==> src/rtl/mac_pe.sv <==
// Fixed-point multiply-accumulate PE: 4-stage pipeline (input regs, product,
// saturating accumulate, round/saturate output) with a registered vector forward.
module mac_pe #(
    parameter int A_W   = 25,
    parameter int B_W   = 18,
    parameter int ACC_W = 48,
    parameter int FRAC  = 17,
    parameter int OUT_W = 25
) (
    input  logic                    clk,
    input  logic                    rstn,
    input  logic                    ce,
    input  logic                    sclr,
    input  logic                    in_valid,
    input  logic                    in_last,
    input  logic                    subtract,
    input  logic signed [A_W-1:0]   ain,
    input  logic signed [B_W-1:0]   bin,
    output logic signed [A_W-1:0]   aout,
    output logic                    aout_valid,
    output logic signed [OUT_W-1:0] res,
    output logic                    res_valid,
    output logic                    res_ovf
);
    localparam int P_W = A_W + B_W;
    localparam int S_W = ACC_W + 1;
    localparam logic [ACC_W-1:0] ACC_MAX = {1'b0, {(ACC_W-1){1'b1}}};
    localparam logic [ACC_W-1:0] ACC_MIN = {1'b1, {(ACC_W-1){1'b0}}};
    localparam logic [OUT_W-1:0] OUT_MAX = {1'b0, {(OUT_W-1){1'b1}}};
    localparam logic [OUT_W-1:0] OUT_MIN = {1'b1, {(OUT_W-1){1'b0}}};
    localparam logic [S_W-1:0]   RND     = S_W'(1) << (FRAC - 1);

    logic [A_W-1:0]   a_q, a_d;
    logic [B_W-1:0]   b_q, b_d;
    logic             v1_q, v1_d, last1_q, last1_d, sub1_q, sub1_d;
    logic [P_W-1:0]   p_q, p_d;
    logic             v2_q, v2_d, last2_q, last2_d, sub2_q, sub2_d;
    logic [ACC_W-1:0] acc_q, acc_d, fin_q, fin_d;
    logic             first_q, first_d, ovf_acc_q, ovf_acc_d;
    logic             fin_ovf_q, fin_ovf_d, v3_q, v3_d;
    logic [OUT_W-1:0] res_q, res_d;
    logic             res_valid_q, res_valid_d, res_ovf_q, res_ovf_d;

    logic signed [P_W-1:0] a_x, b_x;
    logic signed [S_W-1:0] base_x, p_x, sum_x, rnd_x, shr_x;
    logic [ACC_W-1:0]      acc_sat;
    logic                  acc_ovf;
    logic [S_W-OUT_W:0]    out_hi;
    logic [OUT_W-1:0]      out_sat;
    logic                  out_ovf;

    // Datapath: one guard bit above the accumulator makes overflow a sign-bit compare.
    always_comb begin
        a_x     = {{(P_W-A_W){a_q[A_W-1]}}, a_q};
        b_x     = {{(P_W-B_W){b_q[B_W-1]}}, b_q};
        base_x  = first_q ? '0 : {acc_q[ACC_W-1], acc_q};
        p_x     = {{(S_W-P_W){p_q[P_W-1]}}, p_q};
        sum_x   = sub2_q ? (base_x - p_x) : (base_x + p_x);
        acc_ovf = sum_x[S_W-1] ^ sum_x[S_W-2];
        acc_sat = acc_ovf ? (sum_x[S_W-1] ? ACC_MIN : ACC_MAX) : sum_x[ACC_W-1:0];
        rnd_x   = {fin_q[ACC_W-1], fin_q} + RND;
        shr_x   = rnd_x >>> FRAC;
        out_hi  = shr_x[S_W-1:OUT_W-1];
        out_ovf = !((&out_hi) || !(|out_hi));
        out_sat = out_ovf ? (shr_x[S_W-1] ? OUT_MIN : OUT_MAX) : shr_x[OUT_W-1:0];
    end

    always_comb begin
        a_d = a_q;   b_d = b_q;   v1_d = v1_q;   last1_d = last1_q;   sub1_d = sub1_q;
        p_d = p_q;   v2_d = v2_q; last2_d = last2_q; sub2_d = sub2_q;
        acc_d = acc_q;   first_d = first_q;   ovf_acc_d = ovf_acc_q;
        fin_d = fin_q;   fin_ovf_d = fin_ovf_q;   v3_d = v3_q;
        res_d = res_q;   res_valid_d = res_valid_q;   res_ovf_d = res_ovf_q;
        if (sclr) begin
            v1_d = 1'b0;  v2_d = 1'b0;  v3_d = 1'b0;  res_valid_d = 1'b0;
            acc_d = '0;   first_d = 1'b1;  ovf_acc_d = 1'b0;
        end else if (ce) begin
            a_d = ain;  b_d = bin;  v1_d = in_valid;  last1_d = in_last;  sub1_d = subtract;
            p_d = a_x * b_x;
            v2_d = v1_q;  last2_d = last1_q;  sub2_d = sub1_q;
            v3_d = v2_q & last2_q;
            if (v2_q) begin
                if (last2_q) begin
                    fin_d     = acc_sat;
                    fin_ovf_d = ovf_acc_q | acc_ovf;
                    acc_d     = '0;
                    first_d   = 1'b1;
                    ovf_acc_d = 1'b0;
                end else begin
                    acc_d     = acc_sat;
                    first_d   = 1'b0;
                    ovf_acc_d = ovf_acc_q | acc_ovf;
                end
            end
            res_valid_d = v3_q;
            if (v3_q) begin
                res_d     = out_sat;
                res_ovf_d = fin_ovf_q | out_ovf;
            end
        end
    end

    always_ff @(posedge clk or negedge rstn) begin
        if (!rstn) begin
            a_q <= '0;  b_q <= '0;  v1_q <= 1'b0;  last1_q <= 1'b0;  sub1_q <= 1'b0;
            p_q <= '0;  v2_q <= 1'b0;  last2_q <= 1'b0;  sub2_q <= 1'b0;
            acc_q <= '0;  first_q <= 1'b1;  ovf_acc_q <= 1'b0;
            fin_q <= '0;  fin_ovf_q <= 1'b0;  v3_q <= 1'b0;
            res_q <= '0;  res_valid_q <= 1'b0;  res_ovf_q <= 1'b0;
        end else begin
            a_q <= a_d;  b_q <= b_d;  v1_q <= v1_d;  last1_q <= last1_d;  sub1_q <= sub1_d;
            p_q <= p_d;  v2_q <= v2_d;  last2_q <= last2_d;  sub2_q <= sub2_d;
            acc_q <= acc_d;  first_q <= first_d;  ovf_acc_q <= ovf_acc_d;
            fin_q <= fin_d;  fin_ovf_q <= fin_ovf_d;  v3_q <= v3_d;
            res_q <= res_d;  res_valid_q <= res_valid_d;  res_ovf_q <= res_ovf_d;
        end
    end

    assign aout       = a_q;
    assign aout_valid = v1_q;
    assign res        = res_q;
    assign res_valid  = res_valid_q;
    assign res_ovf    = res_ovf_q;
endmodule

==> config.mk <==
export PLATFORM = sky130hd
export DESIGN_NAME = mac_pe
export DESIGN_NICKNAME = d
export VERILOG_FILES = /design/src/rtl/mac_pe.sv
export SDC_FILE = /design/constraint.sdc
export NUM_CORES = 2
export LEC_CHECK = 0
export ABC_AREA = 1
export CELL_PAD_IN_SITES_DETAIL_PLACEMENT = 0
export CELL_PAD_IN_SITES_GLOBAL_PLACEMENT = 1
export CORE_MARGIN = 3
export CORE_UTILIZATION = 39
export CTS_BUF_LIST = sky130_fd_sc_hd__clkbuf_4
export DETAILED_ROUTE_END_ITERATION = 8
export PLACE_DENSITY_LB_ADDON = 0.1
export SLEW_MARGIN = 25
export SYNTH_ARGS = -nofsm -noshare
export SYNTH_HDL_FRONTEND = slang
export SYNTH_SLANG_ARGS = --single-unit
==> constraint.sdc <==
create_clock -name clk -period 18.4 [get_ports clk]
set_clock_uncertainty 0.15 [all_clocks]
set_input_delay 3.68 -clock clk [delete_from_list [all_inputs] [get_ports clk]]
set_output_delay 3.68 -clock clk [all_outputs]
set_load 0.01 [all_outputs]
==> impl_results.md <==
* Core Box Area at 0.0777 mm^2
* Total global routing overflow at 0
* FF-to-FF path depth at 23
* Outcome: finished clean
* Largest stage delay, worst path at 1000 ps
* Largest area contributor in the netlist: fa_1
* Gate Count Post-Synth at around 4300
* Endpoint, Worst Hold: aout[15]$_DFFE_PN0P_
* CP bufs+invs at 6
* Mapped Avg Cell Area at 7.17 um^2
* Fin. Hold Viols at 0
* Vias in the first global route at approximately 27000
* 1st-pass router iterations at 5
* I/O pins at 103
* Inserted Clock Buffers at 61
* Post-DR wirelength/cell at 17.6 um
* Final setup violation count at 0
* Cts repair resizes at 0
* Ys async rst share at 100%
* Relative slew slack at 32.8%
* Largest cells by area after synthesis: fa_1, dfrtp_1, nand2_1, inv_1, ha_1
* Unrepaired setup endpoints after global routing: no
* Synth warnings at 0
* Top-count cell post-synth: nand2_1
* Synth top area share at 28.8%
* TritonCTS clock tree: done
* Synth Register Bits at 203
* CP Class: flip-flop to flip-flop
* Gp weighted congestion at 0.917
* Routed WL at 95.4 mm
* Share of cells above drive strength 1 at 4.10%
* Die Wd at between 200 and 300 um
* CP Cell Sequence: nand2_1 > fa_1 > inv_1 > fa_1 > inv_1 > fa_1 > inv_1 > fa_1 > fa_1 > inv_1 > fa_1 > inv_1 > ha_1 > a21oi_1 > inv_1 > a31oi_1 > a21boi_0 > o21ai_1 > nand2_1 > nand2_1 > nand2_1 > nand3_1 > nand2_1
* Reg2Reg Setup Slack at 11380 ps
* Root Buffer Master: clkbuf_4
* Worst-skew pair later-pin latency at 830 ps
* CP max stage cell: dfrtp_1
* Port bufs at 102
* Die area at 0.0822 mm^2
* Fmax at about 140 MHz
* Slew @ Worst Pin at about 1000 ps
* Max FO, Critical Path at 20
* Crit path DAT at 7620 ps
* Fin crit share at 38.1%
* Hold buffer count at CTS at 0
* Vias at approximately 26000
* Yosys cell types at 44
* Fin crit period at 7020 ps
* Clock-pin slew on the worst setup and hold paths at 60 ps
* Main synth FF type: dfrtp_1
* HP Start: aout[15]$_DFFE_PN0P_
* Max_cap viols at 0
* Hold path depth at 2
* Tot GR Track Use at approximately a quarter
* Worst r2r src: aout[7]$_DFFE_PN0P_
* Final HPWL DP at between 70 and 80 mm
* Initial core utilization at 39.6%
* Net count after synthesis at 4937
* Startpoint types: flip-flop
* Largest net degree at the start of global routing at 81
* Vias per inst at 4.82
* Setup bufs post-CTS at 0
* Slew Viols, Final at 0
* Seq/Total Area, Yosys at 16.5%
* DR DRC count at 0
* Post-synth EDFFs at 0
* Synth-to-layout area growth at 9.32%
* Clk buf depth at 3
* Clock Sinks at slightly above 200
* Die height at 287 um
* Delay-heaviest family, CP: adder cells
* H-tree Lvls at 2
* Critical Path RT at 19000 ps
* Initial antenna violation count at 1
* Post-layout net count at 4985
* HP Class: flip-flop to flip-flop
* Synthesized area at 0.0307 mm^2
* Post-synth top cells: nand2_1, inv_1, fa_1
* First-pass GRT wire length at 153 mm
* Worst R2R End: p_q[37]$_DFFE_PN0P_
* Nature of the critical path endpoint: flip-flop
* Final setup TNS at 0 ps
* 1st-iter DRT viols at ~1200
* DRT antenna net count at 0
* # rows at 102
stage by stage:
| step | util, % | cell area, um^2 | hold WS, ps | setup WS, ps | std cells |
|---|---|---|---|---|---|
| floorplan | - | 30700 | 292 | 12310 | 4288 |
| global placement | 42.2 | 32800 | 305 | 11200 | 5313 |
| detailed placement | 42.2 | 32800 | 311 | 11300 | 5313 |
| CTS | 43.2 | 33600 | 327 | 11440 | 5429 |
| global route | 43.2 | 33600 | 344 | 11030 | 5430 |
| finish | 43.2 | 33600 | 325 | 11380 | 5431 |
sequential cells by signal (all words and copies together), names as in the netlist, 18 cells and up:
register,cells
aout,25
p_q,43
acc_q,48
b_q,18
fin_q,32
res,25
routing by layer:
layer / up-vias / part of all wire [%] / track usage [%]
li1: 12800 / - / -
met1: 12800 / 46 / 32.0
met2: 447 / 48 / 40.9
met3: 118 / 3.5 / 2.29
met4: 0 / 2.2 / 5.56
met5: - / 0 / 0
layout by cell type, fill, tap and decap left out, types with 4 or more instances in the layout:
cell type	n
o221ai_1	4
nor4_1	15
dfrtp_1	200
xnor2_1	51
ha_1	157
nand3b_1	5
o21ai_0	156
o21bai_1	20
a21o_1	4
nand3_2	5
clkinv_1	21
a21boi_0	8
fa_1	442
nor3_1	34
inv_1	969
buf_4	50
clkdlybuf4s50_1	101
nor2_2	5
or2_2	11
xor2_1	82
nand3_1	167
nor2_1	306
a21oi_1	107
clkinv_2	7
nand2_1	1292
clkbuf_4	87
nand4_1	27
a31oi_1	22
o21ai_1	6
worst min-delay path, cell delays in order, from the launching register on:
cell	delay (ps)
dfrtp_1	340
nand2_1	50
nand2_1	50
kinds of logic (layout without fill, tap and decap cells):
group	Yosys count	count (layout)	share of synthesized area, %
buffers and inverters	1139	1240	14.1
XOR/XNOR	133	133	3.79
adder cells (fa/ha/maj)	599	599	35.2
AND/OR/NAND/NOR	1878	1878	24.5
other	0	2	0
flip-flops	203	203	16.5
AO/OA/AOI/OAI	336	336	5.96
area by class of cell:
class                      count  area, um^2
fill                        8361       44100
multi-input combinational   2946       21400
sequential                   203        5080
inverter                     972        3650
timing repair buffer         152        1400
tap                         1040        1300
clock buffer                  87         653
clock inverter                29         165
antenna                        2        5.00
worst max-delay path by stage:
stage                               startpoint                   to  slack [ps]  cells past startpoint
after CTS                  aout[7]$_DFFE_PN0P_  p_q[37]$_DFFE_PN0P_       11440                     23
after detailed placement                  sclr  res_ovf$_DFFE_PN0P_       11300                      8
after floorplan           aout[24]$_DFFE_PN0P_  p_q[38]$_DFFE_PN0P_       12310                     21
final                      aout[7]$_DFFE_PN0P_  p_q[37]$_DFFE_PN0P_       11380                     23
after global routing       aout[7]$_DFFE_PN0P_  p_q[37]$_DFFE_PN0P_       11030                     23
after global placement      b_q[4]$_DFFE_PN0P_  p_q[40]$_DFFE_PN0P_       11200                     20
Power is not shown: default switching activity piles up to over one toggle a cycle in this logic, so the estimate is an artifact.
